$ cat config.mk
export PLATFORM = sky130hd
export DESIGN_NAME = enemy_control
export DESIGN_NICKNAME = d
export VERILOG_FILES = /design/src/rtl/enemy_control.sv
export SDC_FILE = /design/constraint.sdc
export NUM_CORES = 1
export LEC_CHECK = 0
export CAP_MARGIN = 5
export CELL_PAD_IN_SITES_DETAIL_PLACEMENT = 2
export CELL_PAD_IN_SITES_GLOBAL_PLACEMENT = 2
export CORE_MARGIN = 4
export CORE_UTILIZATION = 38
export DETAILED_ROUTE_END_ITERATION = 7
export PLACE_DENSITY = 0.83
export SLEW_MARGIN = 10
export SYNTH_ARGS = -nofsm -noshare
export SYNTH_HDL_FRONTEND = slang
export SYNTH_SLANG_ARGS = --single-unit
export TNS_END_PERCENT = 1
$ cat constraint.sdc
create_clock -name clock -period 5.57 [get_ports clock]
set_input_delay 1.114 -clock clock [delete_from_list [all_inputs] [get_ports clock]]
set_output_delay 1.114 -clock clock [all_outputs]
set_load 0.02 [all_outputs]
$ cat src/rtl/enemy_control.sv
// enemy_control: per-frame sequencer driving the enemy block's init/idle/gen/move/draw phases.
// Strobes are registered state decodes, one cycle after their cause; no backpressure, ticks outside IDLE are dropped.
module enemy_control #(
  parameter int MOVE_DIV     = 2,
  parameter int GEN_DIV      = 8,
  parameter int SETTLE       = 2,
  parameter int DRAW_TIMEOUT = 300
) (
  input  logic       clock,
  input  logic       reset,
  input  logic       start,
  input  logic       frame_tick,
  input  logic       draw_done,
  output logic       init,
  output logic       idle,
  output logic       gen_move,
  output logic       move_enemies,
  output logic       draw_enemies,
  output logic [7:0] frame_count,
  output logic       timeout_err
);

  localparam logic [2:0] S_BOOT  = 3'd0;
  localparam logic [2:0] S_INIT  = 3'd1;
  localparam logic [2:0] S_IDLE  = 3'd2;
  localparam logic [2:0] S_GEN   = 3'd3;
  localparam logic [2:0] S_CHECK = 3'd4;
  localparam logic [2:0] S_MOVE  = 3'd5;
  localparam logic [2:0] S_DRAW  = 3'd6;

  localparam int          DW          = $clog2(DRAW_TIMEOUT + 1);
  localparam logic [3:0]  MOVE_LAST   = 4'(MOVE_DIV - 1);
  localparam logic [3:0]  GEN_LAST    = 4'(GEN_DIV - 1);
  localparam logic [2:0]  SETTLE_LAST = 3'(SETTLE - 1);
  localparam logic [DW-1:0] DRAW_LAST = DW'(DRAW_TIMEOUT - 1);

  logic [2:0]    state, state_nxt;
  logic [3:0]    move_cnt, gen_cnt;
  logic [2:0]    settle_cnt;
  logic [DW-1:0] draw_cnt;
  logic          idle_min;
  logic          tick_ok, move_frame, gen_frame, draw_expired;

  always_comb begin
    state_nxt    = state;
    tick_ok      = (state == S_IDLE) && idle_min && frame_tick;
    move_frame   = (move_cnt == MOVE_LAST);
    gen_frame    = (gen_cnt == GEN_LAST);
    draw_expired = (draw_cnt == DRAW_LAST) && !draw_done;
    case (state)
      S_BOOT:  if (start) state_nxt = S_INIT;
      S_INIT:  state_nxt = S_IDLE;
      S_IDLE: begin
        if (tick_ok) begin
          if (!move_frame)    state_nxt = S_DRAW;
          else if (gen_frame) state_nxt = S_GEN;
          else                state_nxt = S_CHECK;
        end
      end
      S_GEN:   state_nxt = S_CHECK;
      S_CHECK: if (settle_cnt == SETTLE_LAST) state_nxt = S_MOVE;
      S_MOVE:  state_nxt = S_DRAW;
      S_DRAW:  if (draw_done || draw_expired) state_nxt = S_IDLE;
      default: state_nxt = S_BOOT;
    endcase
  end

  always_ff @(posedge clock or negedge reset) begin
    if (!reset) begin
      state       <= S_BOOT;
      move_cnt    <= 4'd0;
      gen_cnt     <= 4'd0;
      settle_cnt  <= 3'd0;
      draw_cnt    <= '0;
      idle_min    <= 1'b0;
      frame_count <= 8'd0;
      timeout_err <= 1'b0;
    end else begin
      state <= state_nxt;
      // Low on the first IDLE cycle so a lingering draw_done/tick is not taken as a new frame.
      idle_min   <= (state == S_IDLE);
      settle_cnt <= (state == S_CHECK) ? settle_cnt + 3'd1 : 3'd0;
      draw_cnt   <= (state == S_DRAW) ? draw_cnt + DW'(1) : '0;
      if (state == S_INIT) begin
        frame_count <= 8'd0;
        move_cnt    <= MOVE_LAST;
        gen_cnt     <= GEN_LAST;
        timeout_err <= 1'b0;
      end else if (tick_ok) begin
        frame_count <= frame_count + 8'd1;
        if (move_frame) begin
          move_cnt <= 4'd0;
          gen_cnt  <= gen_frame ? 4'd0 : gen_cnt + 4'd1;
        end else begin
          move_cnt <= move_cnt + 4'd1;
        end
      end
      if ((state == S_DRAW) && draw_expired) timeout_err <= 1'b1;
    end
  end

  assign init         = (state == S_INIT);
  assign idle         = (state == S_IDLE);
  assign gen_move     = (state == S_GEN);
  assign move_enemies = (state == S_MOVE);
  assign draw_enemies = (state == S_DRAW);

endmodule

==> After elaboration in Yosys (flattened, before gate mapping) <==
Cells that the tools add are included.
{ "classes": {"add_sub_neg": 5, "eq_ne": 14, "muxes": 20, "reduce_logical": 12} }
{ "op_table": {"columns": ["op", "count"], "rows": [
  ["$mux 4", 7],
  ["$mux 3", 7],
  ["$pmux 3 s7", 1],
  ["$mux 8", 2],
  ["$add 9x1->9 const B", 1],
  ["$eq 3x3->1 const B", 3],
  ["$eq 9x9->1 const B", 1],
  ["$mux 9", 1],
  ["$add 4x1->4 const B", 2],
  ["$add 8x1->8 const B", 1],
  ["$eq 3x1->1 const B", 2],
  ["$eq 3x2->1 const B", 2],
  ["$reduce_bool 2->1", 3],
  ["$eq 4x1->1 const B", 1],
  ["$eq 4x3->1 const B", 1],
  ["$logic_and 1x1->1", 4],
  ["$ne 2x1->1 const B", 2],
  ["$ne 2x2->1 const B", 2],
  ["$reduce_and 4->1", 1],
  ["$add 3x1->3 const B", 1],
  ["$logic_not 3->1", 1],
  ["$mux 1", 2],
  ["$reduce_and 2->1", 1],
  ["$logic_not 1->1", 1],
  ["$logic_or 1x1->1", 1]
]} }
{ "word_totals": {"reg_bits": 33, "inputBits": 5, "out_inout_bits": 14, "elab_cells": 59} }

==> Longest topological paths before layout <==
Gate-level depths: netlist of the first run.
{ "logic_depth": {"word_depth": 5, "ltp_mapped": 7, "depth_no_buf": 6} }

==> Worst setup path before layout of the first run <==
Ideal clock, no wire load.
{ "synth_path": {"kind": "register -> output", "startpoint": "register state[1]", "endpoint": "output init", "t_arrival_ns": 1.217, "required_ns": 4.456, "path_slack_ns": 3.239, "stages_incl_launch_ff": 6, "path_buffers": 2, "cell_sequence": "dfrtp_1 -> buf_2 -> nor2_1 -> nand2_1 -> inv_1 -> clkbuf_1"} }
{ "synth_between": {"elab_chain_len": 1} }
{ "synth_rtl": {"columns": ["item", "line", "text"], "rows": [
  ["from (decl)", "37", "logic [2:0] state, state_nxt;"],
  ["from (signal assigned)", "79", "state <= state_nxt;"],
  ["$eq 3x1->1", "102", "assign init = (state == S_INIT);"],
  ["to (decl)", "14", "output logic init,"]
]} }
Every way passes these cells.

==> Worst setup path in the final report of the first run <==
Ends and elaborated chain as after synthesis.

==> results of run 1 <==
==> flip-flops by register name (all words and copies together), names as in the netlist <==
signal and cells:
frame_count 8, draw_cnt 9, move_cnt 4, settle_cnt 3
gen_cnt 4, timeout_err 1, idle_min 1, state 3
==> worst max-delay path, cell delays in order, from the launching register on <==
cell and delay (ns):
dfrtp_1 0.49, nor2_1 0.16, nand2_1 0.24, inv_1 0.38, clkdlybuf4s50_1 0.68
==> placed cells by master (no fill, tap or decap), types with 4 or more instances in the layout <==
cell type | netlist | final
nand2_1 | 11 | 11
clkbuf_8 | 0 | 7
xor2_1 | 9 | 9
or3_1 | 5 | 5
and2_1 | 4 | 4
a21oi_1 | 5 | 5
xnor2_1 | 4 | 4
clkdlybuf4s50_1 | 0 | 18
inv_1 | 7 | 7
nand3_1 | 9 | 9
nand4_1 | 4 | 4
o21ai_0 | 4 | 4
dfrtp_1 | 33 | 33
nor2_1 | 24 | 24
and3_1 | 5 | 5
ha_1 | 7 | 7
==> through the flow <==
stage                     utilization [%]  power, mW
after floorplan                         -      0.611
after global placement               46.2      0.705
after detailed placement             46.2      0.734
after CTS                            48.7      0.944
after global routing                 48.7       1.01
final                                48.7      0.932
==> metal layers <==
metal  vias to the layer above  global-route usage, %  wire [microns]
li1                        630                      -               -
met1                       680                   22.8            1920
met2                        19                   29.1            2150
met3                         9                   4.81             138
met4                         0                   6.32              80
met5                         -                      0               0
==> logic make-up after synthesis <==
logic type      after synthesis  share of synthesized area [%]
compound gates               20                           7.93
buf+inv                      13                           3.41
mux                           3                           1.78
xor+xnor                     13                           6.75
fa+ha+maj                     7                           5.19
flops                        33                           48.9
simple gates                 80                           26.0
==> synth_stat cells, drive strengths merged (2+ instances only) <==
cell type,number
nand3b,3
clkbuf,2
or3b,2
a21oi,5
nand3,10
or3,5
xor2,9
dfrtp,33
nor2,24
inv,7
ha,7
nand4,4
and2,4
xnor2,4
mux2i,3
o21ai,4
nand2,12
and4,2
nor3,4
a31oi,2
and3,5
buf,3
==> path summary, 6_finish.rpt <==
path / end / slack, ns / start / depth (start not counted)
min: draw_cnt[0] / 0.46 / draw_cnt[0] / 1
max: init / 2.22 / state[1] / 4
min in group asynchronous: settle_cnt[2] / 1.23 / reset / 2
max in group asynchronous: idle_min / 4.03 / reset / 2
min reg2reg: draw_cnt[0] / 0.46 / draw_cnt[0] / 1
max reg2reg: state[2] / 3.60 / move_cnt[0] / 5
==> final cells by class <==
type                    count  area share, %
inverters                   8           1.74
clock inverters             1          0.248
well taps                  50           3.10
flip-flops and latches     33           40.9
repair buffers             19           9.31
clock buffers               7           4.78
multi-input cells         123           39.9
==> report_power, final <==
part / internal [mW] / switching (mW)
clock: 0.112 / 0.0867
sequential: 0.296 / 0.0739
combinational: 0.149 / 0.216
total: 0.556 / 0.376
==> results.md, run 1 <==
* Area of the core at 4140 sq um
* Placer Congestion at around 0.77
* Post-DP HPWL at 3100 microns
* GRT Overall Usage at between 15 and 20%
* Peak VDD IR at around 0.18 mV
* Share of layout cells above drive strength 1 at around 7.3%
* CTS tree: yes
* HP Class: register to register
* Vias in the first global route at about 1.5k
* Top cells by area, synth: dfrtp_1 (49%), nor2_1 (5.3%), ha_1 (5.2%)
* Ant diodes at 0
* FMAX at between 0.2 and 0.3 GHz
* Die height at 74.6 microns
* Arr. time, crit path at between 2 and 2.5 ns
* DRT antenna net count at 0
* Area of the multi-input gates at roughly 800 sq um
* Worst-margin pin slew at 0.475 ns
* Die ar. at between 5000 and 6000 sq um
* Area grow syn2layout at 19.5%
* Syn. warnings at 0
* Final min period at 3.35 ns
* Port Buf Inserts at 18
* Reg clk slew, reported paths at around 0.07 ns
* Worst-skew pair later-pin latency at around 0.29 ns
* Nets at about 200
* Total CTS buffers at 5
* Largest net degree at the start of global routing at 34
* Slew Limit Fails at 0
* Routed vias/inst at between 5 and 6
* Synthesized area at ~1700 sq um
* Post-synth top area share at 48.9%
* MaxCap Viol Count at 0
* Period utilization at between 60% and 70%
* Setup TNS at 0 ns
* Yosys cell types at 41
* Hold_ws at 0.461 ns
* Worst Path Required at about 4.5 ns
* Post-layout instance area at 2020 sq um
* Seq. cell area at roughly 830 sq um
* RSZ-0062 raised after global routing: no
* CTS resizes at 0
* Place WS at roughly 2.5 ns
* Die Width at 74.6 microns
* Overflow after GRT at 0
* CP Class: register to output pin
* Final setup viols at 0
* Clk root buf: clkbuf_8
* Crit. End Element: output pin
* Final WL at between 4000 and 5000 microns
* Pwr dens at 462 nW/um^2
* Worst rel slew slack at between 60% and 70%
* Synth area leader: dfrtp_1
* Post-Synthesis Cells at roughly 170
* Setup WS post-layout at around 2.2 ns
* Hold-fix buffers, CTS at 0
* Outcome: finished clean
* Row count at 23
* Via count at ~1.3k
* Sequential share of the synthesized area at 48.9%
* Final hold vios at 0
* Syn_nets at between 150 and 200
* Placed Area at between 1500 and 2000 sq um
* First-pass GRT wire length at between 7000 and 8000 microns
* Crit-path max FO at 12
* Post-synth EDFFs at 0
* Drt pass-1 iters at 4
* Initial antenna violation count at 0
* Cell total after placement at 233
* Buffers inserted during post-CTS setup optimization at 0
* Post-detailed-route wirelength per cell at ~18 microns
* Syn_area_per_cell at approximately 10 sq um
* Startpoint class of the critical path: register
* Layout Cells excl Fill at between 200 and 250
* Skew final at 0.00596 ns
* Number of top-level pins at 19
* Iter 0 DRT Violations at between 80 and 90
* Asr flop ratio synth at 100%
* Initial Util at between 40 and 50%
* Static leakage at slightly above 0.9 nW
* Fill cells at between 400 and 500
* Post-route DRC at 0
* Clock buffer depth at 2
* Ys flop type: dfrtp_1
* Number of synthesized register bits at 33
* H-tree Lvls at 2
* Clock sink count at 33
Power figures use the tool's default switching activity.
==> inputs of run 2 (changes only) <==
--- a/config.mk
+++ b/config.mk
@@ -9,9 +9,9 @@
 export CELL_PAD_IN_SITES_DETAIL_PLACEMENT = 2
 export CELL_PAD_IN_SITES_GLOBAL_PLACEMENT = 2
 export CORE_MARGIN = 4
-export CORE_UTILIZATION = 38
+export CORE_UTILIZATION = 32
 export DETAILED_ROUTE_END_ITERATION = 7
-export PLACE_DENSITY = 0.83
+export PLACE_DENSITY = 0.75
 export SLEW_MARGIN = 10
 export SYNTH_ARGS = -nofsm -noshare
 export SYNTH_HDL_FRONTEND = slang
==> constraint.sdc (replaced) <==
create_clock -name clock -period 2.8 [get_ports clock]
set_input_delay 0.56 -clock clock [delete_from_list [all_inputs] [get_ports clock]]
set_output_delay 0.56 -clock clock [all_outputs]
set_load 0.02 [all_outputs]
==> results.md, run 2 (synthesis results as in run 1) <==
* CP Class: register to output pin
* Placer Congestion at 0.844 (+9.3%)
* FMAX at 0.395 GHz
* Worst-skew pair later-pin latency at 0.28 ns (about the same)
* CTS resizes at 0 (unchanged)
* Crit. End Element: output pin
* Buf/Inv on CP at 2 (unchanged)
* Max reg flops at 9 (unchanged)
* Worst-margin pin slew at 0.434 ns (-0.0416 ns)
* Crit path cell chain: or3b_4 > clkinv_4 > clkdlybuf4s50_1
* Clock buffer depth at 2 (unchanged)
* Reg clk slew, reported paths at 0.06 ns (about the same)
* Post-DP HPWL at 3390 microns (+9.3%)
* Die ar. at 6500 sq um (+17%)
* Commonest cells after routing, fill and taps aside: dfrtp_1 (33), nor2_1 (24), clkdlybuf4s50_1 (18), nand2_1 (11)
* Setup WS post-layout at 0.267 ns (-1.95 ns)
* Setup TNS at 0 ns (unchanged)
* Routed vias/inst at 5.08 (-8.5%)
* Port Buf Inserts at 18 (unchanged)
* Share of layout cells above drive strength 1 at 7.77% (+0.44 points)
* Final WL at 4400 microns (+2.7%)
* Die height at 80.6 microns (+8.0%)
* Drt pass-1 iters at 4 (unchanged)
* Nets at 204 (+0.99%)
* Worst Path Required at 2.24 ns (-2.22 ns)
* Overflow after GRT at 0 (unchanged)
* Post-detailed-route wirelength per cell at 16.7 microns (-5.9%)
* Clock sink count at 33 (unchanged)
* Slowest stage cell, crit path: clkdlybuf4s50_1
* Initial Util at 33.0% (-7.7 points)
* Static leakage at 0.919 nW (about the same)
* Max incr delay on CP at 0.61 ns (-0.07 ns)
* Period utilization at between 90% and 100%
* Area grow syn2layout at 20.8%
* Fill cells at 564 (+24%)
* Die Width at 80.6 microns (+8.0%)
* H-tree Lvls at 2 (unchanged)
* Vias in the first global route at 1505 (-1.5%)
* Buffers inserted during post-CTS setup optimization at 0 (unchanged)
* Number of top-level pins at 19 (unchanged)
* Arr. time, crit path at 1.97 ns (-0.27 ns)
* Skew final at 0.00299 ns (-0.00297 ns)
* Hold-fix buffers, CTS at 0 (unchanged)
* Area of the core at 5110 sq um (+23%)
* Largest net degree at the start of global routing at 34 (unchanged)
* Largest Register: draw_cnt
* GRT Overall Usage at 15.4% (-2.4 points)
* Largest regs: draw_cnt x9, frame_count x8
* Worst rel slew slack at 71.1% (+3.1 points)
* Final min period at 2.53 ns
* Ant diodes at 0 (unchanged)
* Peak VDD IR at 0.362 mV (+100%)
* Crit-path max FO at 11 (-1)
* Post-route DRC at 0 (unchanged)
* Most common cell after layout, fill and taps aside: dfrtp_1
* Place WS at 0.560 ns (-1.99 ns)
* Pwr dens at 889 nW/um^2 (+92%)
* Final setup viols at 0 (unchanged)
* DRT antenna net count at 0 (unchanged)
* Startpoint class of the critical path: register
* MaxCap Viol Count at 0 (unchanged)
* Slew Limit Fails at 0 (unchanged)
* Iter 0 DRT Violations at 46 (-43%)
* First-pass GRT wire length at 7580 microns (+2.5%)
* HP Class: register to register
* Total CTS buffers at 5 (unchanged)
* CTS tree: yes
* RSZ-0062 raised after global routing: no
* Row count at 26 (+13%)
* Final hold vios at 0 (unchanged)
* Hold_ws at 0.462 ns (+0.000484 ns)
* Crit-path leading delay family: buffers and inverters
* Initial antenna violation count at 0 (unchanged)
* Via count at 1336 (-0.15%)
* Clk root buf: clkbuf_8
* Outcome: finished clean
==> run 2: cell types whose count changed in the layout (fill, tap and decap cells not counted), sizes merged <==
cell	change
buf	+2
clkbuf	-1
clkinv	+1
==> run 2: final timing paths <==
kind,startpoint,slack (ns),cells after the start,to
min in group asynchronous,reset,0.69,2,move_cnt[1]
setup reg to reg,move_cnt[1],0.77,6,state[2]
hold reg to reg,draw_cnt[0],0.46,1,draw_cnt[0]
max in group asynchronous,reset,1.80,2,frame_count[7]
setup / recovery,state[1],0.27,3,idle
hold / removal,draw_cnt[0],0.46,1,draw_cnt[0]
==> run 2: routing by layer <==
metal	vias up	share of wire [%]	global-route usage [%]
met5	-	0	0
met4	0	1.4	5.24
met3	7	2.5	3.36
met2	18	54	27.3
met1	678	42	18.2
li1	633	-	-
==> run 2: power breakdown <==
part	total, mW	internal, mW	leakage [nW]	switching (mW)
clock network	0.342	0.172	0.0450	0.170
logic	0.741	0.307	0.439	0.434
registers	0.728	0.589	0.435	0.140
==> run 2: worst reg2reg max path, stage by stage, from the launching register on <==
cell	delay, ns
dfrtp_1	0.42
inv_1	0.08
ha_1	0.16
or3b_1	0.50
or3_1	0.40
a31oi_1	0.22
o221ai_1	0.12
==> run 2: cell type report <==
| class | instances | area (sq um) | area share [%] |
|---|---|---|---|
| multi-input combinational | 123 | 805 | 39.5 |
| timing repair buffer | 21 | 203 | 9.94 |
| sequential | 33 | 826 | 40.5 |
| clock inverter | 2 | 10.0 | 0.491 |
| clock buffer | 6 | 72.6 | 3.56 |
| tap | 70 | 87.6 | 4.30 |
| inverter | 8 | 35.0 | 1.72 |
==> run 2: per-stage QoR <==
step / cell area (sq um) / total power [mW] / util (%) / instances
after floorplan: 1690 / 1.22 / - / 169
after global placement: 1960 / 1.42 / 38.3 / 255
after detailed placement: 1960 / 1.49 / 38.3 / 255
after CTS: 2040 / 1.85 / 39.9 / 263
after global routing: 2040 / 1.98 / 39.9 / 263
final: 2040 / 1.81 / 39.9 / 263
